File: src/rtl/sensor_capture_seq_pkg.sv
// Shared constants for the sensor capture sequencer: sensor codes, FSM
// state encodings and the minimum ready-hold length.
package sensor_capture_seq_pkg;

  typedef logic [2:0] sens_code_t;

  localparam sens_code_t SENS_NONE = 3'b000;
  localparam sens_code_t SENS_1    = 3'b001;
  localparam sens_code_t SENS_2    = 3'b010;

  // The memory write sequence needs 4 clk states to finish.
  localparam int HOLD_MIN = 4;

  localparam logic [2:0] ST_IDLE    = 3'd0;
  localparam logic [2:0] ST_START   = 3'd1;
  localparam logic [2:0] ST_CONV    = 3'd2;
  localparam logic [2:0] ST_PRESENT = 3'd3;
  localparam logic [2:0] ST_GAP     = 3'd4;

  function automatic sens_code_t sens_code(input logic ch);
    return ch ? SENS_2 : SENS_1;
  endfunction

endpackage

File: src/rtl/sensor_ts_counter.sv
// Tick-driven wrapping timestamp counter with one-deep pending tick and a
// saturating overrun counter for ticks that cannot be queued.
module sensor_ts_counter
  import sensor_capture_seq_pkg::*;
#(
  parameter int TS_WIDTH = 8
) (
  input  logic                clk,
  input  logic                reset,
  input  logic                enable,
  input  logic                sample_tick,
  input  logic                fsm_idle,
  output logic                launch,
  output logic [TS_WIDTH-1:0] launch_ts,
  output logic [7:0]          overrun_cnt
);

  logic [TS_WIDTH-1:0] ts_q, ts_d;
  logic [TS_WIDTH-1:0] pend_ts_q, pend_ts_d;
  logic                pending_q, pending_d;
  logic [7:0]          ovr_q, ovr_d;
  logic                busy_tick;

  always_comb begin
    launch    = fsm_idle && enable && (sample_tick || pending_q);
    launch_ts = pending_q ? pend_ts_q : ts_q;
    // A tick that cannot launch right now; includes a tick arriving while a
    // pending tick is being consumed from IDLE.
    busy_tick = sample_tick && enable && (!fsm_idle || pending_q);

    ts_d      = sample_tick ? ts_q + 1'b1 : ts_q;
    pending_d = pending_q;
    pend_ts_d = pend_ts_q;
    ovr_d     = ovr_q;

    if (!enable) begin
      pending_d = 1'b0;
    end else if (busy_tick) begin
      if (pending_q && !launch) begin
        if (ovr_q != 8'hFF) ovr_d = ovr_q + 8'd1;
      end else begin
        pending_d = 1'b1;
        pend_ts_d = ts_q;
      end
    end else if (launch) begin
      pending_d = 1'b0;
    end
  end

  always_ff @(posedge clk) begin
    if (reset) begin
      ts_q      <= '0;
      pend_ts_q <= '0;
      pending_q <= 1'b0;
      ovr_q     <= '0;
    end else begin
      ts_q      <= ts_d;
      pend_ts_q <= pend_ts_d;
      pending_q <= pending_d;
      ovr_q     <= ovr_d;
    end
  end

  assign overrun_cnt = ovr_q;

endmodule

File: src/rtl/sensor_capture_seq.sv
// Sensor capture sequencer: converts sensor 1 then sensor 2 per sample tick
// and presents timestamped results. SENSOR_AVG_EN enables 4x averaging.
//
// state   | meaning
// IDLE    | waiting for an enabled tick or a pending tick
// START   | one-cycle adc_start pulse, timeout timer loaded
// CONV    | waiting for adc_valid or timeout
// PRESENT | ADC_data_ready held for the memory write
// GAP     | one idle cycle between results, then next channel or IDLE
module sensor_capture_seq
  import sensor_capture_seq_pkg::*;
#(
  parameter int CONV_TIMEOUT = 64,
  parameter int HOLD_CYCLES  = 6,
  parameter int TS_WIDTH     = 8
) (
  input  logic                clk,
  input  logic                reset,
  input  logic                enable,
  input  logic                sample_tick,
  input  logic                adc_valid,
  input  logic [7:0]          adc_result,
  input  logic                mem_done,
  output logic                adc_start,
  output logic                adc_ch,
  output logic [7:0]          ADC_data,
  output logic                ADC_data_ready,
  output logic [2:0]          sensor_code,
  output logic [TS_WIDTH-1:0] sensor_time_stamp,
  output logic                busy,
  output logic [7:0]          overrun_cnt,
  output logic                timeout_err
);

  localparam int HOLD_EFF = (HOLD_CYCLES < HOLD_MIN) ? HOLD_MIN : HOLD_CYCLES;
  localparam int TMO_W    = $clog2(CONV_TIMEOUT + 1);
  localparam int HOLD_W   = $clog2(HOLD_EFF + 1);
  localparam logic [TMO_W-1:0]  TMO_LOAD  = TMO_W'(CONV_TIMEOUT - 1);
  localparam logic [HOLD_W-1:0] HOLD_LOAD = HOLD_W'(HOLD_EFF - 1);

  logic [2:0]          state_q, state_d;
  logic                ch_q, ch_d;
  logic [TS_WIDTH-1:0] ts_lat_q, ts_lat_d;
  logic [TMO_W-1:0]    tmo_q, tmo_d;
  logic [HOLD_W-1:0]   hold_q, hold_d;
  logic [7:0]          data_q, data_d;
  sens_code_t          code_q, code_d;
  logic [TS_WIDTH-1:0] stamp_q, stamp_d;
  logic                terr_q, terr_d;
  logic                md_prev_q;
  logic                md_rise;
  logic                launch;
  logic [TS_WIDTH-1:0] launch_ts;
`ifdef SENSOR_AVG_EN
  logic [1:0]          idx_q, idx_d;
  logic [9:0]          acc_q, acc_d;
  logic [9:0]          sum;
`endif

  sensor_ts_counter #(
    .TS_WIDTH(TS_WIDTH)
  ) u_ts (
    .clk        (clk),
    .reset      (reset),
    .enable     (enable),
    .sample_tick(sample_tick),
    .fsm_idle   (state_q == ST_IDLE),
    .launch     (launch),
    .launch_ts  (launch_ts),
    .overrun_cnt(overrun_cnt)
  );

  always_comb begin
    state_d  = state_q;
    ch_d     = ch_q;
    ts_lat_d = ts_lat_q;
    tmo_d    = tmo_q;
    hold_d   = hold_q;
    data_d   = data_q;
    code_d   = code_q;
    stamp_d  = stamp_q;
    terr_d   = terr_q;
    md_rise  = mem_done && !md_prev_q;
`ifdef SENSOR_AVG_EN
    idx_d    = idx_q;
    acc_d    = acc_q;
    sum      = acc_q + {2'b00, adc_result};
`endif

    case (state_q)
      ST_IDLE: begin
        if (launch) begin
          ch_d     = 1'b0;
          ts_lat_d = launch_ts;
          state_d  = ST_START;
`ifdef SENSOR_AVG_EN
          idx_d    = '0;
          acc_d    = '0;
`endif
        end
      end
      ST_START: begin
        tmo_d   = TMO_LOAD;
        state_d = ST_CONV;
      end
      ST_CONV: begin
        if (adc_valid) begin
`ifdef SENSOR_AVG_EN
          if (idx_q != 2'd3) begin
            acc_d   = sum;
            idx_d   = idx_q + 2'd1;
            state_d = ST_START;
          end else begin
            data_d  = sum[9:2];
            code_d  = sens_code(ch_q);
            stamp_d = ts_lat_q;
            hold_d  = HOLD_LOAD;
            idx_d   = '0;
            acc_d   = '0;
            state_d = ST_PRESENT;
          end
`else
          data_d  = adc_result;
          code_d  = sens_code(ch_q);
          stamp_d = ts_lat_q;
          hold_d  = HOLD_LOAD;
          state_d = ST_PRESENT;
`endif
        end else if (tmo_q == '0) begin
          terr_d  = 1'b1;
          state_d = ST_GAP;
`ifdef SENSOR_AVG_EN
          idx_d   = '0;
          acc_d   = '0;
`endif
        end else begin
          tmo_d = tmo_q - 1'b1;
        end
      end
      ST_PRESENT: begin
        if (hold_q == '0 || md_rise) begin
          state_d = ST_GAP;
        end else begin
          hold_d = hold_q - 1'b1;
        end
      end
      ST_GAP: begin
        if (!ch_q) begin
          ch_d    = 1'b1;
          state_d = ST_START;
        end else begin
          state_d = ST_IDLE;
        end
      end
      default: state_d = ST_IDLE;
    endcase
  end

  always_ff @(posedge clk) begin
    if (reset) begin
      state_q   <= ST_IDLE;
      ch_q      <= 1'b0;
      ts_lat_q  <= '0;
      tmo_q     <= '0;
      hold_q    <= '0;
      data_q    <= '0;
      code_q    <= SENS_NONE;
      stamp_q   <= '0;
      terr_q    <= 1'b0;
      md_prev_q <= 1'b0;
`ifdef SENSOR_AVG_EN
      idx_q     <= '0;
      acc_q     <= '0;
`endif
    end else begin
      state_q   <= state_d;
      ch_q      <= ch_d;
      ts_lat_q  <= ts_lat_d;
      tmo_q     <= tmo_d;
      hold_q    <= hold_d;
      data_q    <= data_d;
      code_q    <= code_d;
      stamp_q   <= stamp_d;
      terr_q    <= terr_d;
      md_prev_q <= mem_done;
`ifdef SENSOR_AVG_EN
      idx_q     <= idx_d;
      acc_q     <= acc_d;
`endif
    end
  end

  assign adc_start         = (state_q == ST_START);
  assign adc_ch            = ch_q;
  assign ADC_data          = data_q;
  assign ADC_data_ready    = (state_q == ST_PRESENT);
  assign sensor_code       = (state_q == ST_PRESENT) ? code_q : SENS_NONE;
  assign sensor_time_stamp = stamp_q;
  assign busy              = (state_q != ST_IDLE);
  assign timeout_err       = terr_q;

endmodule
File: config.mk
export PLATFORM = sky130hd
export DESIGN_NAME = sensor_capture_seq
export DESIGN_NICKNAME = d
export VERILOG_FILES = /design/src/rtl/sensor_capture_seq_pkg.sv /design/src/rtl/sensor_ts_counter.sv /design/src/rtl/sensor_capture_seq.sv
export SDC_FILE = /design/constraint.sdc
export NUM_CORES = 1
export LEC_CHECK = 0
export CELL_PAD_IN_SITES_DETAIL_PLACEMENT = 0
export CELL_PAD_IN_SITES_GLOBAL_PLACEMENT = 2
export CORE_MARGIN = 2
export CORE_UTILIZATION = 30
export CTS_BUF_LIST = sky130_fd_sc_hd__clkbuf_8
export DETAILED_ROUTE_END_ITERATION = 8
export PLACE_DENSITY_LB_ADDON = 0.12
export RECOVER_POWER = 25
export SYNTH_ARGS = -nofsm -noshare
export SYNTH_HDL_FRONTEND = slang
export SYNTH_SLANG_ARGS = --single-unit
export TNS_END_PERCENT = 1
File: constraint.sdc
create_clock -name clk -period 3.6 [get_ports clk]
set_input_delay 0.36 -clock clk [delete_from_list [all_inputs] [get_ports clk]]
set_output_delay 0.36 -clock clk [all_outputs]
set_load 0.05 [all_outputs]
**After elaboration in Yosys (flattened, before gate mapping)**

Index checks and enable logic that the tools add are counted.
Widths: inputs -> output; s select.

- Memory bits (read-only): 0
- Output and inout bits: 32
- Register bits after elaboration: 68
- Bits of input ports: 14
- Memories: 0
- RAM bits: 0
- Latch bits: 0
- Logic and storage cells: 84

- Muxes and demuxes: 19
- Magnitude comparators: 0
- Div/mod/pow operators: 0
- $mul: 0
- $add $sub $neg: 4
- Bitwise gates (word level): 3
- Equality and inequality tests: 13
- Reduce and logical (&&, ||, !) cells: 31
- Shift-type cells: 0

Operators by type and width:

| operator | number |
|---|---|
| $mux 3 | 7 |
| $add 8x1->8 const B | 2 |
| $pmux 3 s5 | 1 |
| $reduce_and 3->1 | 5 |
| $mux 7 | 2 |
| $pmux 7 s2 | 1 |
| $ne 2x2->1 const B | 6 |
| $mux 8 | 1 |
| $ne 8x8->1 const B | 1 |
| $reduce_and 2->1 | 4 |
| $reduce_bool 2->1 | 4 |
| $logic_not 7->1 | 1 |
| $sub 7x1->7 const B | 1 |
| $eq 3x2->1 const B | 2 |
| $logic_and 1x1->1 | 6 |
| $logic_not 3->1 | 2 |
| $pmux 3 s2 | 1 |
| $mux 1 | 4 |
| $reduce_and 4->1 | 1 |
| $eq 3x1->1 const B | 1 |
| $eq 3x3->1 const B | 1 |
| $logic_not 1->1 | 3 |
| $logic_or 1x1->1 | 3 |
| $ne 3x3->1 const B | 1 |
| other kinds (7) | 9 |

**Depth between registers and ports, before layout**

Gate-level depths: netlist (run 1).

- Depth in word-level cells: 7
- Mapped depth: 7
- Gate-level depth less buffers: 6

**By module**

A second synthesis (run 1) with hierarchy kept.

- Cells, all modules: 346
- Area total of the unflattened synthesis: 3021.6 µm²

By module, submodules not included:

| module | cells an instance | area an instance (µm²) | times used | seq. area each (µm²) |
|---|---|---|---|---|
| sensor_capture_seq | 223 | 1844.3 | 1 | 840.8 |
| sensor_ts_counter | 123 | 1177.4 | 1 | 500.5 |

**Least setup slack after synthesis (run 1)**

Ideal clock, no wire load.

- Path type: flip-flop to output port
- Start: register state_q[2]
- End: output port sensor_code[0]
- Stages on the path, launching flop included: 5
- Required time: 3.240 ns
- Arrival time: 1.590 ns
- Slack: 1.650 ns
- Path buffers: 1
- Cell sequence: dfxtp_1 -> buf_2 -> nand3b_1 -> inv_1 -> and2_1

- Word-level cells in the longest chain between the ends: 2

RTL lines:

| what | line | RTL |
|---|---|---|
| start: declaration | sensor_capture_seq.sv:41 | `logic [2:0] state_q, state_d;` |
| start signal: assignment | sensor_capture_seq.sv:176 | `state_q <= state_d;` |
| $eq 3x2->1 | n/a |  |
| named net ADC_data_ready | sensor_capture_seq.sv:27 | `output logic ADC_data_ready,` |
| $mux 3 | sensor_capture_seq.sv:197 | `assign sensor_code = (state_q == ST_PRESENT) ? code_q : SENS_NONE;` |
| end: declaration | sensor_capture_seq.sv:28 | `output logic [2:0] sensor_code,` |

The timed path passes the listed nets, and every way through them passes these cells.

**Final worst setup path (run 1)**

- Start: register state_q[0]
- End: output port adc_start

- Word-level cells in the longest chain between the ends: 1

RTL lines:

| what | line | RTL |
|---|---|---|
| $eq 3x1->1 | sensor_capture_seq.sv:193 | `assign adc_start = (state_q == ST_START);` |
| end: declaration | sensor_capture_seq.sv:24 | `output logic adc_start,` |

Every way passes these cells.

==> results of run 1 <==
cells in the mapped netlist (2+ instances only):
cell type	count	share of area (%)
sky130_fd_sc_hd__and3_1	2	0.43
sky130_fd_sc_hd__inv_1	10	1.3
sky130_fd_sc_hd__o21ai_0	6	1.0
sky130_fd_sc_hd__o31ai_1	6	1.5
sky130_fd_sc_hd__nor2_1	35	4.5
sky130_fd_sc_hd__mux2i_1	18	6.1
sky130_fd_sc_hd__a211oi_1	13	3.3
sky130_fd_sc_hd__nor4_1	3	0.64
sky130_fd_sc_hd__nand2b_1	3	0.64
sky130_fd_sc_hd__or4_1	5	1.3
sky130_fd_sc_hd__nand2_1	43	5.5
sky130_fd_sc_hd__buf_2	6	1.0
sky130_fd_sc_hd__clkbuf_1	7	0.89
sky130_fd_sc_hd__buf_4	5	1.3
sky130_fd_sc_hd__nor2b_1	4	0.85
sky130_fd_sc_hd__nand4_1	5	1.1
sky130_fd_sc_hd__xor2_1	6	1.8
sky130_fd_sc_hd__ha_1	6	2.6
sky130_fd_sc_hd__or3_1	7	1.5
sky130_fd_sc_hd__o2111ai_1	3	0.89
sky130_fd_sc_hd__and2_1	3	0.64
sky130_fd_sc_hd__a21oi_1	33	5.6
sky130_fd_sc_hd__dfxtp_1	67	46
sky130_fd_sc_hd__nand3_1	4	0.68
sky130_fd_sc_hd__nor3_1	7	1.2
layout make-up:
cell class | count | area, um2
multi-input combinational | 233 | 1460
fill | 1060 | 5970
clock buffer | 9 | 124
inverter | 10 | 37.5
clock inverter | 7 | 93.8
timing repair buffer | 47 | 449
sequential | 67 | 1340
tap | 133 | 166
state kept, by name (all words and copies together) (netlist names), 3 cells and up:
register,count
ADC_data,8
hold_q,3
sensor_time_stamp,8
state_q,3
tmo_q,7
ts_lat_q,8
u_ts.overrun_cnt,8
u_ts.pend_ts_q,8
u_ts.ts_q,8
through the flow:
step	cells	hold slack, ns
after floorplan	329	0.432
after global placement	490	0.438
after detailed placement	490	0.444
after CTS	506	0.454
after global routing	506	0.471
final	506	0.451
worst reg2reg max path, delay by kind of cell (launching register included):
kind / cells / cell delay [ns]
AND/OR/NAND/NOR: 1 / 0.64
flip-flops: 1 / 0.71
AO/OA/AOI/OAI: 3 / 0.93
power groups by stage:
stage	clock network (mW)	logic, mW	registers, mW
2_1_floorplan	0	0.156	0.809
3_3_place_gp	0	0.197	0.815
3_5_place_dp	0	0.198	0.815
4_1_cts	0.714	0.199	0.798
5_1_grt	0.747	0.219	0.803
6_report	0.687	0.195	0.798
worst max-delay path by stage:
stage	startpoint	endpoint	slack, ns
2_1_floorplan	state_q[2]$_SDFFE_PP0P_	sensor_code[0]	1.65
3_3_place_gp	state_q[0]$_SDFFE_PP0P_	adc_start	1.12
3_5_place_dp	state_q[0]$_SDFFE_PP0P_	adc_start	1.06
4_1_cts	state_q[0]$_SDFFE_PP0P_	adc_start	0.69
5_1_grt	state_q[0]$_SDFFE_PP0P_	adc_start	0.55
6_report	state_q[0]$_SDFFE_PP0P_	adc_start	0.70
routing by layer:
layer	routed length, um	GRT usage (%)	part of all wire [%]
met1	3480	18.9	52
met2	2750	20.2	41
met3	286	2.98	4.3
met4	118	6.38	1.8
met5	0	0	0
cells in the final DEF, fill, tap and decap left out, types with 4 or more instances in the layout:
master / instances
sky130_fd_sc_hd__a211oi_1: 13
sky130_fd_sc_hd__a21oi_1: 33
sky130_fd_sc_hd__clkbuf_8: 9
sky130_fd_sc_hd__clkdlybuf4s50_1: 40
sky130_fd_sc_hd__dfxtp_1: 67
sky130_fd_sc_hd__ha_1: 6
sky130_fd_sc_hd__inv_1: 11
sky130_fd_sc_hd__mux2i_1: 18
sky130_fd_sc_hd__nand2_1: 43
sky130_fd_sc_hd__nand3_1: 4
sky130_fd_sc_hd__nand4_1: 5
sky130_fd_sc_hd__nor2_1: 35
sky130_fd_sc_hd__nor2b_1: 4
sky130_fd_sc_hd__nor3_1: 7
sky130_fd_sc_hd__o21ai_0: 6
sky130_fd_sc_hd__o31ai_1: 6
sky130_fd_sc_hd__or3_1: 7
sky130_fd_sc_hd__or4_1: 5
sky130_fd_sc_hd__xor2_1: 6
cells by family after synthesis:
family                     Yosys count  synth area share [%]
buffers and inverters               29                  4.85
other                                1                 0.128
xor gates and xnor gates             7                  2.09
adders and majority gates            7                  2.89
muxes                               18                  6.13
and+or+nand+nor                    129                  22.2
DFF                                 67                  45.6
AOI/OAI and AO/OA                   71                  16.0
==> metrics.md, run 1 <==
| Metric | Value |
|---|---|
| Final-report setup violation count | `0` |
| Launch point of the worst reg-to-reg path | `u_ts.pending_q$_SDFFE_PP0P_` |
| CTS tree | `built` |
| Post-CTS clock slew at the launch and capture registers of the worst setup and hold paths | `0.07 ns` |
| Placed instance area | `3460 um2` |
| Cell Chain, Critical Path | `nand2b_1 > or2_2 > inv_1 > clkdlybuf4s50_1` |
| Core area | `9640 um2` |
| Buf+Inv Stages, Crit Path | `2` |
| Mapped Cells | `329` |
| Slew Limit Fails | `39` |
| Pin count of the biggest net entering global routing | `39` |
| Leakage power | `1.21 nW` |
| Total global-route track usage | `13.7%` |
| Post-synth EDFFs | `0` |
| Synth warn | `0` |
| Largest vdd supply drop | `0.153 mV` |
| Share of final-layout standard cells stronger than drive strength 1 | `6.97%` |
| Clock group share of total power | `40.9%` |
| Net count reported at finish | `388` |
| Sequential share of power | `47.5%` |
| Final Total Pwr | `1.68 mW` |
| # hold bufs at CTS | `0` |
| Number of antenna violations at the first check in global routing | `0` |
| Wire length of the first global-routing pass | `11200 um` |
| Status | `finished with violations` |
| Final Instance Area | `3670 um2` |
| Clock buffer depth | `2` |
| Sinks on the clock net | `67` |
| Die Footprint | `10600 um2` |
| Reg-to-reg setup timing slack | `1.23 ns` |
| Clk_skew | `0.00906 ns` |
| Initial detailed-routing violation count | `84` |
| Worst Setup Slack post-DPL | `1.06 ns` |
| WP data arrival | `2.54 ns` |
| Crit path required time | `3.24 ns` |
| DIE WIDTH | `103 um` |
| # H-tree levels | `3` |
| Crit path depth | `4` |
| Net count after synthesis | `349` |
| Logic gate share of total power | `11.6%` |
| Crit path kind | `register to output port` |
| Switching share of power | `26.8%` |
| Avg Vias per Cell | `4.68` |
| Total negative slack | `0 ns` |
| Startpoint types | `register` |
| Number of remaining DRC errors | `0` |
| Final-report hold violation count | `0` |
| Crit-path leading delay family | `buffers and inverters` |
| Total Wirelength | `6640 um` |
| Worst hold stages | `2` |
| Post-synth ARST share | `0%` |
| Power density relative to cell area | `458 nW/um2` |
| Destination of the worst hold path | `code_q[1]$_SDFFE_PP0P_` |
| Beginning of the worst hold path | `code_q[1]$_SDFFE_PP0P_` |
| Yosys cell types | `47` |
| I/O Pins | `46` |
| Switching power of the nets | `0.450 mW` |
| Reg2reg path depth | `4` |
| Fraction of the core area covered by cells at the end of the flow | `38.0%` |
| Clock period minus final worst setup slack | `2.90 ns` |
| Post-Synthesis Cell Area | `2940 um2` |
| Crit path largest cell delay | `0.83 ns` |
| Die Y-Extent | `103 um` |
| Syn_area_per_cell | `8.93 um2` |
| Initial core utilization | `30.5%` |
| Most used flip-flop cell after synthesis | `sky130_fd_sc_hd__dfxtp_1` |
| Final setup margin | `0.698 ns` |
| Number of search-and-repair iterations in the first detailed-routing pass | `4` |
| Internal Pwr Total | `1.23 mW` |
| Layout-stage area growth over the synthesis result | `24.8%` |
| Total congestion overflow after global routing | `0` |
| Class of the worst hold path | `register to register` |
| Number of global-route vias before repair | `2287` |
| Placer Congestion | `0.801` |
| Max-Cap Viols | `1` |
| Peak clock frequency supported by timing | `345 MHz` |
| Type of element capturing the critical path | `output port` |
| Count of buffers inserted at the top-level ports | `44` |
| Transition at the pin with the smallest max-transition slack | `1.82 ns` |
| Count of antenna diodes in the layout | `0` |
| Worst R2R End | `u_ts.overrun_cnt[5]$_SDFFE_PP0P_` |
| Via count of the routed design | `2367` |
| Setup repair after global routing missed its margin | `no` |
| Clk_lat worst skew | `0.34 ns` |
| Number of setup buffers added after CTS | `0` |
| Routed length per placed instance | `13.1 um` |
| Worst max-slew margin expressed relative to the limit | `-21.6%` |
| Portion of the clock cycle consumed by the worst path in the final layout | `80.6%` |
| Root buffer cell | `sky130_fd_sc_hd__clkbuf_8` |
| Row cnt | `36` |
| CTS buffer count | `9` |
| Critical path peak fanout | `13` |
| Critical-path top delay cell | `sky130_fd_sc_hd__clkdlybuf4s50_1` |
| Share of synthesized area occupied by flip-flops and latches | `45.6%` |
| Violations in the final reports | `max-capacitance violations, max-slew violations` |
| Placed wire-length estimate after detailed placement | `4430 um` |
| Number of nets with antenna violations after routing | `0` |
| Count of instances resized after the clock tree is built | `0` |
| Register bit total from synthesis | `67` |
No activity file was read; power rests on OpenSTA's default activity.
==> run 2, diff against run 1 <==
Clock period 3.6 ns to 2.7 ns, I/O delays scaled along.
==> metrics.md, run 2 (synthesis gave the netlist of run 1 again) <==
| Metric | Value |
|---|---|
| Status | `finished clean` |
| Via count of the routed design | `2405 (+1.6%)` |
| Row cnt | `36 (unchanged)` |
| WP data arrival | `2.25 ns (-0.29 ns)` |
| Final Total Pwr | `2.22 mW (+32%)` |
| Sequential share of power | `47.9% (+0.4 points)` |
| Crit path largest cell delay | `0.79 ns (-0.04 ns)` |
| Final setup margin | `0.181 ns (-0.517 ns)` |
| Peak clock frequency supported by timing | `397 MHz` |
| Core area | `9640 um2 (unchanged)` |
| Root buffer cell | `sky130_fd_sc_hd__clkbuf_8` |
| DIE WIDTH | `103 um (unchanged)` |
| Largest vdd supply drop | `0.359 mV (+130%)` |
| Clk_lat worst skew | `0.33 ns (about the same)` |
| Number of filler cells placed in the layout | `1030 (-2.8%)` |
| Total global-route track usage | `13.0% (-0.65 points)` |
| Total congestion overflow after global routing | `0 (unchanged)` |
| Final-report setup violation count | `0 (unchanged)` |
| Total negative slack | `0 ns (unchanged)` |
| Share of final-layout standard cells stronger than drive strength 1 | `8.49% (+1.5 points)` |
| Final-report hold violation count | `0 (unchanged)` |
| Number of cells in the design after placement | `494 (+0.82%)` |
| Number of global-route vias before repair | `2174 (-4.9%)` |
| Count of antenna diodes in the layout | `0 (unchanged)` |
| Launch point of the worst reg-to-reg path | `state_q[2]$_SDFFE_PP0P_` |
| Count of buffers inserted at the top-level ports | `44 (unchanged)` |
| Startpoint types | `register` |
| Critical-path top delay cell | `sky130_fd_sc_hd__clkdlybuf4s50_1` |
| Wire length of the first global-routing pass | `10800 um (-4.0%)` |
| Crit-path leading delay family | `buffers and inverters` |
| Final standard cell count with taps included and fillers excluded | `510 (+0.79%)` |
| Beginning of the worst hold path | `ts_lat_q[3]$_SDFFE_PP0P_` |
| Type of element capturing the critical path | `output port` |
| Logic gate share of total power | `11.9% (+0.3 points)` |
| Routed length per placed instance | `12.8 um (-2.8%)` |
| # H-tree levels | `3 (unchanged)` |
| CTS tree | `built` |
| Power density relative to cell area | `602 nW/um2 (+31%)` |
| Leakage power | `1.23 nW (+1.6%)` |
| Internal Pwr Total | `1.63 mW (+33%)` |
| Post-Route Hold Slack | `0.453 ns (+0.00137 ns)` |
| Critical path peak fanout | `12 (-1)` |
| Clock period minus final worst setup slack | `2.52 ns` |
| Commonest non-fill, non-tap cell in the layout | `sky130_fd_sc_hd__dfxtp_1` |
| Number of antenna violations at the first check in global routing | `0 (unchanged)` |
| Clock buffer depth | `2 (unchanged)` |
| Count of instances resized after the clock tree is built | `0 (unchanged)` |
| Worst Setup Slack post-DPL | `0.458 ns (-0.606 ns)` |
| Setup repair after global routing missed its margin | `no` |
| Total Wirelength | `6500 um (-2.0%)` |
| Number of nets with antenna violations after routing | `0 (unchanged)` |
| Initial core utilization | `30.5% (unchanged)` |
| Max-Cap Viols | `0 (-1)` |
| Initial detailed-routing violation count | `84 (unchanged)` |
| Die Footprint | `10600 um2 (unchanged)` |
| Portion of the clock cycle consumed by the worst path in the final layout | `93.3%` |
| Number of search-and-repair iterations in the first detailed-routing pass | `4 (unchanged)` |
| # hold bufs at CTS | `0 (unchanged)` |
| Sinks on the clock net | `67 (unchanged)` |
| Crit path required time | `2.43 ns (-0.81 ns)` |
| Layout-stage area growth over the synthesis result | `25.5%` |
| Worst max-slew margin expressed relative to the limit | `2.27% (+24 points)` |
| Placed wire-length estimate after detailed placement | `4420 um (-0.29%)` |
| Switching power of the nets | `0.586 mW (+30%)` |
| Cell Chain, Critical Path | `nand3b_1 > inv_1 > and2_1 > clkdlybuf4s50_1` |
| Avg Vias per Cell | `4.72 (+0.81%)` |
| Final Instance Area | `3690 um2 (+0.58%)` |
| Class of the worst hold path | `register to register` |
| CTS buffer count | `9 (unchanged)` |
| I/O Pins | `46 (unchanged)` |
| Number of remaining DRC errors | `0 (unchanged)` |
| Placer Congestion | `0.697 (-13%)` |
| Crit path kind | `register to output port` |
| Placed instance area | `3490 um2 (+0.80%)` |
| Most used cells in the layout excluding fill and tap cells | `sky130_fd_sc_hd__dfxtp_1, sky130_fd_sc_hd__nand2_1, sky130_fd_sc_hd__clkdlybuf4s50_1` |
| Number of setup buffers added after CTS | `0 (unchanged)` |
| Post-CTS clock slew at the launch and capture registers of the worst setup and hold paths | `0.07 ns (about the same)` |
| Critical Path Source | `state_q[1]$_SDFFE_PP0P_` |
| Pin count of the biggest net entering global routing | `38 (-2.6%)` |
| Slew Limit Fails | `0 (-100%)` |
| Die Y-Extent | `103 um (unchanged)` |
| Net count reported at finish | `392 (+1.0%)` |
| Buf+Inv Stages, Crit Path | `2 (unchanged)` |
| Fraction of the core area covered by cells at the end of the flow | `38.3% (+0.22 points)` |
| Transition at the pin with the smallest max-transition slack | `1.47 ns (-0.357 ns)` |
| Clock group share of total power | `40.2% (-0.7 points)` |
| Switching share of power | `26.4% (-0.40 points)` |
| Clk_skew | `0.00629 ns (-0.00276 ns)` |
run 2: power groups by stage:
stage	logic [mW]	registers, mW	clock network (mW)
5_1_grt	0.293	1.07	0.965
3_5_place_dp	0.267	1.09	0
6_report	0.265	1.06	0.892
4_1_cts	0.268	1.06	0.926
3_3_place_gp	0.269	1.08	0
2_1_floorplan	0.208	1.08	0
run 2: final timing paths:
path | to | slack (ns) | cells past startpoint
max reg2reg | u_ts.overrun_cnt[6]$_SDFFE_PP0P_ | 0.62 | 5
max | sensor_code[1] | 0.18 | 4
min reg2reg | sensor_time_stamp[3]$_SDFFE_PP0P_ | 0.45 | 2
min | sensor_time_stamp[3]$_SDFFE_PP0P_ | 0.45 | 2
run 2: tightest hold or removal path, stage by stage, from the launching register on:
cell and delay (ns):
sky130_fd_sc_hd__dfxtp_1 0.31, sky130_fd_sc_hd__nand2_1 0.05, sky130_fd_sc_hd__a21oi_1 0.05
run 2: area by class of cell:
class / instances / area [um2] / area share [%]
clock buffer: 9 / 124 / 3.36
tap: 133 / 166 / 4.51
clock inverter: 7 / 85.1 / 2.31
sequential: 67 / 1340 / 36.4
multi-input combinational: 233 / 1460 / 39.5
inverter: 10 / 37.5 / 1.02
timing repair buffer: 51 / 478 / 13.0
run 2: metal layers:
layer / track usage (%) / routed length, um / part of all wire, % / vias up
li1: - / - / - / 1252
met1: 18.1 / 3300 / 51 / 1085
met2: 18.8 / 2720 / 42 / 61
met3: 4.41 / 393 / 6.0 / 7
met4: 4.35 / 93 / 1.4 / 0
met5: 0 / 0 / 0 / -
